File: src/rtl/calc_pkg.sv
// Shared types and codes for the calculator sequencing controller.
package calc_pkg;

    localparam int NDIG_DEF = 8;

    localparam logic [3:0] CMD_ADD = 4'd10;
    localparam logic [3:0] CMD_SUB = 4'd11;
    localparam logic [3:0] CMD_EQ  = 4'd12;
    localparam logic [3:0] CMD_CLR = 4'd13;

    localparam logic [3:0] DIG_BLANK = 4'hF;
    localparam logic [3:0] DIG_ERR   = 4'hE;

    typedef enum logic [2:0] {
        ENTRY_A = 3'd0,
        ENTRY_B = 3'd1,
        CALC    = 3'd2,
        SHOW    = 3'd3,
        ERR     = 3'd4
    } state_t;

    function automatic logic is_digit(input logic [3:0] c);
        return c < 4'd10;
    endfunction

endpackage

File: src/rtl/calc_seq_alu.sv
// One-digit BCD adder/subtractor; carry-in/out doubles as borrow for sub.
module bcd_digit_alu (
    input  logic [3:0] a,
    input  logic [3:0] b,
    input  logic       cin,
    input  logic       sub,
    output logic [3:0] r,
    output logic       cout
);

    logic [4:0] sum;
    logic [4:0] diff;

    always_comb begin
        sum  = {1'b0, a} + {1'b0, b} + {4'd0, cin};
        diff = {1'b0, a} - {1'b0, b} - {4'd0, cin};
        r    = '0;
        cout = 1'b0;
        if (sub) begin
            cout = diff[4];
            r    = diff[4] ? 4'(diff + 5'd10) : diff[3:0];
        end else begin
            cout = sum >= 5'd10;
            r    = (sum >= 5'd10) ? 4'(sum - 5'd10) : sum[3:0];
        end
    end

endmodule

File: src/rtl/calc_seq.sv
// Calculator entry/compute/show sequencer driving the BCD display bank.
module calc_seq
    import calc_pkg::*;
#(
    parameter int NDIG = NDIG_DEF
) (
    input  logic                       clock,
    input  logic                       reset,
    input  logic                       cmd_valid,
    input  logic [3:0]                 cmd,
    output logic                       cmd_ready,
    output logic [NDIG-1:0][3:0]       data,
    output logic                       busy,
    output logic                       neg,
    output logic                       overflow
);

    localparam int IW = (NDIG > 1) ? $clog2(NDIG) : 1;
    localparam int CW = $clog2(NDIG + 1);

    state_t state_q, state_d;
    logic [NDIG-1:0][3:0] a_q, a_d, b_q, b_d, r_q, r_d;
    logic [CW-1:0] cnt_q, cnt_d;
    logic [IW-1:0] idx_q, idx_d;
    logic second_q, second_d;
    logic op_q, op_d;
    logic neg_q, neg_d;
    logic c_q, c_d;

    logic       acc;
    logic       room;
    logic [3:0] alu_x, alu_y, alu_r;
    logic       alu_sub, alu_cout;

    // Second pass swaps operands to produce the magnitude B-A.
    assign alu_x   = second_q ? b_q[idx_q] : a_q[idx_q];
    assign alu_y   = second_q ? a_q[idx_q] : b_q[idx_q];
    assign alu_sub = op_q | second_q;

    bcd_digit_alu u_alu (
        .a    (alu_x),
        .b    (alu_y),
        .cin  (c_q),
        .sub  (alu_sub),
        .r    (alu_r),
        .cout (alu_cout)
    );

    assign cmd_ready = state_q != CALC;
    assign acc       = cmd_valid && (cmd_ready || cmd == CMD_CLR);
    assign room      = cnt_q < CW'(NDIG);

    always_comb begin
        state_d  = state_q;
        a_d      = a_q;
        b_d      = b_q;
        r_d      = r_q;
        cnt_d    = cnt_q;
        idx_d    = idx_q;
        second_d = second_q;
        op_d     = op_q;
        neg_d    = neg_q;
        c_d      = c_q;
        if (acc && cmd == CMD_CLR) begin
            state_d  = ENTRY_A;
            a_d      = '0;
            b_d      = '0;
            r_d      = '0;
            cnt_d    = '0;
            idx_d    = '0;
            second_d = 1'b0;
            op_d     = 1'b0;
            neg_d    = 1'b0;
            c_d      = 1'b0;
        end else begin
            unique case (state_q)
                ENTRY_A: begin
                    if (acc && is_digit(cmd) && room) begin
                        a_d   = {a_q[NDIG-2:0], cmd};
                        cnt_d = cnt_q + 1'b1;
                    end else if (acc && (cmd == CMD_ADD || cmd == CMD_SUB)) begin
                        op_d    = cmd == CMD_SUB;
                        b_d     = '0;
                        cnt_d   = '0;
                        state_d = ENTRY_B;
                    end
                end
                ENTRY_B: begin
                    if (acc && is_digit(cmd) && room) begin
                        b_d   = {b_q[NDIG-2:0], cmd};
                        cnt_d = cnt_q + 1'b1;
                    end else if (acc && (cmd == CMD_ADD || cmd == CMD_SUB)) begin
                        op_d = cmd == CMD_SUB;
                    end else if (acc && cmd == CMD_EQ) begin
                        idx_d    = '0;
                        second_d = 1'b0;
                        c_d      = 1'b0;
                        state_d  = CALC;
                    end
                end
                CALC: begin
                    r_d[idx_q] = alu_r;
                    c_d        = alu_cout;
                    idx_d      = idx_q + 1'b1;
                    if (idx_q == IW'(NDIG - 1)) begin
                        idx_d = '0;
                        c_d   = 1'b0;
                        if (!op_q) begin
                            state_d = alu_cout ? ERR : SHOW;
                        end else if (second_q) begin
                            neg_d   = 1'b1;
                            state_d = SHOW;
                        end else if (alu_cout) begin
                            second_d = 1'b1;
                        end else begin
                            neg_d   = 1'b0;
                            state_d = SHOW;
                        end
                    end
                end
                SHOW: begin
                    if (acc && is_digit(cmd)) begin
                        a_d     = '0;
                        a_d[0]  = cmd;
                        cnt_d   = CW'(1);
                        neg_d   = 1'b0;
                        state_d = ENTRY_A;
                    end else if (acc && !neg_q && (cmd == CMD_ADD || cmd == CMD_SUB)) begin
                        a_d     = r_q;
                        b_d     = '0;
                        cnt_d   = '0;
                        op_d    = cmd == CMD_SUB;
                        state_d = ENTRY_B;
                    end
                end
                ERR: ;
                default: state_d = ENTRY_A;
            endcase
        end
    end

    always_ff @(posedge clock) begin
        if (reset) begin
            state_q  <= ENTRY_A;
            a_q      <= '0;
            b_q      <= '0;
            r_q      <= '0;
            cnt_q    <= '0;
            idx_q    <= '0;
            second_q <= 1'b0;
            op_q     <= 1'b0;
            neg_q    <= 1'b0;
            c_q      <= 1'b0;
        end else begin
            state_q  <= state_d;
            a_q      <= a_d;
            b_q      <= b_d;
            r_q      <= r_d;
            cnt_q    <= cnt_d;
            idx_q    <= idx_d;
            second_q <= second_d;
            op_q     <= op_d;
            neg_q    <= neg_d;
            c_q      <= c_d;
        end
    end

    always_comb begin
        data = '0;
        unique case (state_q)
            ENTRY_A: data = a_q;
            ENTRY_B: data = b_q;
            CALC:    data = b_q;
            SHOW:    data = r_q;
            ERR: begin
                for (int i = 0; i < NDIG; i++) data[i] = DIG_BLANK;
                data[0] = DIG_ERR;
            end
            default: data = '0;
        endcase
    end

    assign busy     = state_q == CALC;
    assign overflow = state_q == ERR;
    assign neg      = neg_q;

endmodule

File: config.mk
export PLATFORM = sky130hd
export DESIGN_NAME = calc_seq
export DESIGN_NICKNAME = d
export VERILOG_FILES = /design/src/rtl/calc_pkg.sv /design/src/rtl/calc_seq_alu.sv /design/src/rtl/calc_seq.sv
export SDC_FILE = /design/constraint.sdc
export NUM_CORES = 1
export LEC_CHECK = 0
export CORE_UTILIZATION = 60
export DETAILED_ROUTE_END_ITERATION = 10
export PLACE_DENSITY = 0.81
export SYNTH_ARGS = -nofsm -noshare
export SYNTH_HDL_FRONTEND = slang
export SYNTH_SLANG_ARGS = --single-unit
File: constraint.sdc
create_clock -name clock -period 4.82 [get_ports clock]
set_clock_uncertainty 0.1 [all_clocks]
set_input_delay 1.446 -clock clock [delete_from_list [all_inputs] [get_ports clock]]
set_output_delay 1.446 -clock clock [all_outputs]
set_load 0.03 [all_outputs]
==> results of run 1 <==
cell families after synthesis:
family                     Yosys count
AOI/OAI and AO/OA                  323
xor gates and xnor gates             4
adders and majority gates           16
buffers and inverters               92
DFF                                110
muxes                               47
and+or+nand+nor                    275
area by class of cell:
| cell class | count | area [um^2] |
|---|---|---|
| multi-input cells | 665 | 4187 |
| fillers | 932 | 3496 |
| flip-flops and latches | 110 | 2203 |
| repair buffers | 65 | 593.1 |
| well taps | 140 | 175.2 |
| clock buffers | 10 | 127.6 |
| clock inverters | 5 | 61.31 |
| inverters | 12 | 45.04 |
synth_stat cells, types with 6 or more instances:
cell type  number
a21oi_1        60
and3_1         31
nand3_1        53
nor3_1         11
mux2i_1        26
buf_2          13
o22ai_1         6
clkbuf_1       58
ha_1           12
buf_1           7
o31ai_1         8
nor2b_1         7
nand2_1        57
inv_1          10
a22oi_1        34
dfxtp_1       110
a211oi_1       49
and2_1          6
nand2b_1       11
mux2_2         19
nor2_1         75
o21ai_0       125
worst register-to-register path: cells and delay by family (launching register included):
kind                       cells  cell delay (ns)
DFF                            1             0.47
xor gates and xnor gates       1             0.22
AOI/OAI and AO/OA              6             1.48
buffers and inverters          3             0.63
muxes                          2             0.45
adders and majority gates      2             0.72
and+or+nand+nor                2             0.38
per-stage QoR:
stage               hold WS (ns)  setup slack, ns
finish                    0.3905           0.1095
global route              0.4146         0.002706
CTS                       0.3890           0.2424
detailed placement        0.3751           0.3656
global placement          0.3561           0.5233
floorplan                 0.3433           0.6858
path summary, 6_finish.rpt:
| check | startpoint | end | slack (ns) | cells after the start |
|---|---|---|---|---|
| setup / recovery | state_q[0] | data[4] | 0.11 | 6 |
| hold / removal | cnt_q[2] | cnt_q[2] | 0.39 | 2 |
| setup reg to reg | idx_q[2] | r_q[23] | 0.27 | 16 |
| hold reg to reg | cnt_q[2] | cnt_q[2] | 0.39 | 2 |
per-layer routing:
metal / wire length, um / GRT usage [%]
met1: 8575 / 48.62
met2: 9243 / 57.01
met3: 2140 / 8.198
met4: 937 / 19.18
met5: 0 / 0
power breakdown:
group	switching (mW)	internal [mW]	total [mW]
logic	1.29	0.703	1.99
clock network	0.328	0.239	0.566
registers	0.172	1.04	1.21
total	1.79	1.98	3.76
state kept, by name, indices dropped and copies added (netlist names):
name / flops
idx_q: 3
b_q: 32
a_q: 32
r_q: 32
state_q: 3
cnt_q: 4
neg: 1
op_q: 1
c_q: 1
second_q: 1
==> impl_metrics.toml, run 1 <==
[drt]
num_vias = 6777
drtIter0Drc = 813
vias_per_cell = 6.730
post_drt_wl_per_cell_um = 20.75
drt_wl_total_mm = 20.90
ant_nets = 0
drcViolationCount = 0
drtPass1Iterations = 8

[layout]
fin_cells = 1007
postLayoutCoreUtil_pct = 67.89
diodes = 0
finalInstanceArea_um2 = 7392
layout_commonest_cell = "o21ai_0"
final_cell_mix = "o21ai_0 (124), dfxtp_1 (109), nor2_1 (74), a21oi_1 (59), nand2_1 (57)"
layout.nets = 886
final_layout_size_suffix_gt1_share_pct = 9.112
area_growth_pct = 9.773

[synth]
synthAdderAreaFrac_pct = 3.419
synth_area_leader_cell = "dfxtp_1"
avgSynthCellArea_um2 = 7.767
yosysSeqAreaShare_pct = 32.70
ys.flop_type = "dfxtp_1"
yosys.area_share.simple_pct = 20.01
synth_seq_cells = 110
synth.distinct_cells = 66
mappedNetlistArea_um2 = 6734
yosysWarnings = 0
synth_xor_area_share_pct = 0.5203
synthTopCellsByArea = "dfxtp_1 (33%), o21ai_0 (9.3%), a211oi_1 (5.5%)"
synth_top_family_by_area = "compound AO/OA/AOI/OAI gates"
muxShareOfSynthArea_pct = 7.711
synth_fp_nets = 890
synth_edf_count = 0
ys_async_sr_fraction_pct = 0
netlist_instances = 867
synth-compound-area-share_pct = 30.16
synth_top_area_share_pct = 32.70

[global_routing]
gr-total-overflow = 0
grt_pass1_wl_mm = 32.80
antenna_found_initial = 0
grt_usage_pct = 37.07
grt_pass1_vias = 6299
grt_max_degree = 77

[clocking]
cts_tree = "built"
htree_levels = 3
clk_latency_ns = 0.40
cts_buffers = 9
cts_root_buffer = "clkbuf_8"
cts-resized-gates = 0
cts_max_path_buffers = 2
cts_sinks = 110
cts.clk_slew.worst_paths_ns = 0.10
cts_hold_buf = 0
post-cts-setup-buffers = 0

[floorplanning]
initial_core_util_pct = 61.85
core_area_um2 = 10890
die_x_um = 107.9
rows = 38
ios = 43
dieArea_um2 = 11650
dieHeight_um = 107.9

[placement]
post_dp_cell_area_um2 = 7203
gp_congestion = 0.9540
port_buffers = 42
post-place-cells = 992
dp_hpwl_mm = 14.34

[pwr]
total_power_mw = 3.765
p_leak_nw = 2.542
peakVddDrop_mv = 0.3909
power_density_nw_per_um2 = 509.3

[worst_setup_path]
crit_arrival_ns = 3.16
start_kind = "flop"
critical-path-max-stage-delay_ns = 0.73
endpoint_kind = "output port"
path_buf_inv = 3
path_delay_family = "buffers and inverters"
crit_type = "reg2out"
cpMostUsedCell = "buf_4"
critPathMaxFanout = 26
required_ns = 3.27
crit_chain = "buf_4, and2_1, buf_4, a22oi_1, o21ai_0, clkdlybuf4s50_1"
slowest_stage = "clkdlybuf4s50_1"

[min_path]
hp-class = "reg2reg"

[status]
status = "complete, no violations"

[timing]
drv_slew = 0
fmax_mhz = 212.3
max_slew.worst_pin.slew_ns = 1.343
slew-limit-headroom_pct = 9.789
hold_viol_final = 0
tns_ns = 0
post-route-min-period_ns = 4.710
rsz0062_at_grt = "false"
fin_crit_sh_pct = 97.73
finalSetupViolCount = 0

[run]
maxCapViolCount = 0
No activity file was read; power rests on OpenSTA's default activity.
==> inputs of run 2 (changes only) <==
SETUP_SLACK_MARGIN = 0.1   (was default)
==> run 2 against run 1 <==
Final area about the same. Hold slack is essentially flat. Clock-buffer cell count unchanged. Core utilization rose by 0.057 points. Critical path depth stayed put. Via count hardly changed. Register-to-register slack better by 0.09 ns. Routed wire length up 0.10%. Sequential power is essentially flat. Fmax grew 1.7%. Largest cell class unchanged. Largest power group unchanged. Highest routed layer unchanged.
==> impl_metrics.toml, run 2 (synthesized netlist as in run 1, its figures left out) <==
[pwr]
power_density_nw_per_um2 = 510.2
peakVddDrop_mv = 0.3923
p_leak_nw = 2.544

[timing]
rsz0062_at_grt = "false"
post-route-min-period_ns = 4.630
drv_slew = 0
fmax_mhz = 216.0
finalSetupViolCount = 0
tns_ns = 0
slew-limit-headroom_pct = 9.798
max_slew.worst_pin.slew_ns = 1.343
hold_viol_final = 0
fin_crit_sh_pct = 96.07

[min_path]
hold_depth = 2
min_to = "cnt_q[2]"
hold_start = "cnt_q[2]"
hp-class = "reg2reg"

[floorplanning]
core_area_um2 = 10890
rows = 38
dieHeight_um = 107.9
die_x_um = 107.9
ios = 43
dieArea_um2 = 11650
initial_core_util_pct = 61.85

[worst_setup_path]
rr_worst_depth = 14
crit_arrival_ns = 3.08
endpoint_kind = "output port"
r2r-start = "idx_q[2]"
start_kind = "flop"
crit_chain = "buf_4, nor2b_1, or2_2, a22oi_1, o21ai_0, clkdlybuf4s50_1"
crit_type = "reg2out"
r2r_end = "r_q[2]"
critical-path-max-stage-delay_ns = 0.73
critPathMaxFanout = 23
required_ns = 3.27
path_buf_inv = 2
rrSetupSlack_ns = 0.36
path_delay_family = "buffers and inverters"
slowest_stage = "clkdlybuf4s50_1"

[status]
status = "complete, no violations"

[placement]
port_buffers = 42
gp_congestion = 0.9540
post-place-cells = 992
dp_hpwl_mm = 14.34

[clocking]
cts_buffers = 9
cts_max_path_buffers = 2
htree_levels = 3
cts_tree = "built"
cts_sinks = 110
cts_hold_buf = 0
clk_latency_ns = 0.40
cts_root_buffer = "clkbuf_8"
cts.clk_slew.worst_paths_ns = 0.10

[layout]
multi_input_area_um2 = 4189
final_layout_size_suffix_gt1_share_pct = 9.573
layout_commonest_cell = "o21ai_0"
regArea_um2 = 2207
area_growth_pct = 9.866
fin_cells = 1007
reg_top3 = "a_q x32, b_q x32, r_q x32"
nFillCells = 931
diodes = 0
final_cell_mix = "o21ai_0 (124), dfxtp_1 (106), nor2_1 (73), a21oi_1 (59), nand2_1 (57)"
layout.nets = 886

[global_routing]
grt_max_degree = 77
grt_usage_pct = 37.07
gr-total-overflow = 0
use_met2_pct = 57.01
use_met1_pct = 48.62
antenna_found_initial = 0
grt_pass1_wl_mm = 32.80
grt_pass1_vias = 6299
busiest_layer = "met2"
use_met3_pct = 8.198

[drt]
post_drt_wl_per_cell_um = 20.77
vias_per_cell = 6.735
ant_nets = 0
drcViolationCount = 0
drtPass1Iterations = 5
num_vias = 6782
drtIter0Drc = 837
drt_wl_total_mm = 20.92

[run]
maxCapViolCount = 0
==> run 2: cell count changes in the layout (fill, tap and decap cells not counted) <==
cell     change
dfxtp_1      -3
dfxtp_2      +3
nor2_1       -1
nor2_2       +1
==> run 2: timing repair <==
action	4_1_cts	5_1_grt
setup buffers	0	0
gates resized for setup	0	5
endpoints found under the setup margin	0	28
==> run 2: layer usage <==
layer  up-vias  part of all wire, %
met5         -                    0
met4         0                  4.7
met3        76                   10
met2       396                   44
met1      3116                   41
li1       3194                    -
==> run 2: worst max path at each step <==
stage | from | end | depth (start not counted)
detailed placement | idx_q[1] | r_q[23] | 14
finish | state_q[1] | data[4] | 6
global route | state_q[1] | data[4] | 6
floorplan | idx_q[2] | r_q[2] | 16
global placement | idx_q[2] | r_q[2] | 15
CTS | state_q[0] | data[4] | 6
==> run 2: worst register-to-register path, delay by kind of cell, from the launching register on <==
family	cells	cell delay (ns)
flops	1	0.41
fa+ha+maj	1	0.48
simple gates	2	0.38
mux	2	0.78
buf+inv	3	0.60
compound gates	5	1.28
xor+xnor	1	0.28
==> run 2: through the flow <==
step	utilization [%]	area [um^2]	hold slack (ns)	total power [mW]	setup WS, ns
detailed placement	66.16	7203	0.3751	3.156	0.3656
global placement	66.16	7203	0.3561	3.100	0.5233
global route	67.95	7398	0.4146	3.970	0.1248
floorplan	-	6734	0.3433	2.552	0.6858
finish	67.95	7398	0.3908	3.775	0.1897
CTS	67.89	7392	0.3890	3.718	0.2424
==> run 2: cell type report <==
type | instances | share of cell area (%)
multi-input combinational | 665 | 56.62
sequential | 110 | 29.83
timing repair buffer | 65 | 8.016
tap | 140 | 2.368
clock buffer | 10 | 1.725
clock inverter | 5 | 0.8287
inverter | 12 | 0.6088
==> run 2: power by group <==
part           internal, mW  total, mW  leakage, nW  switching (mW)
Sequential             1.04       1.21        0.894           0.173
Clock                 0.239      0.566       0.0846           0.327
Combinational         0.704       2.00         1.56            1.29
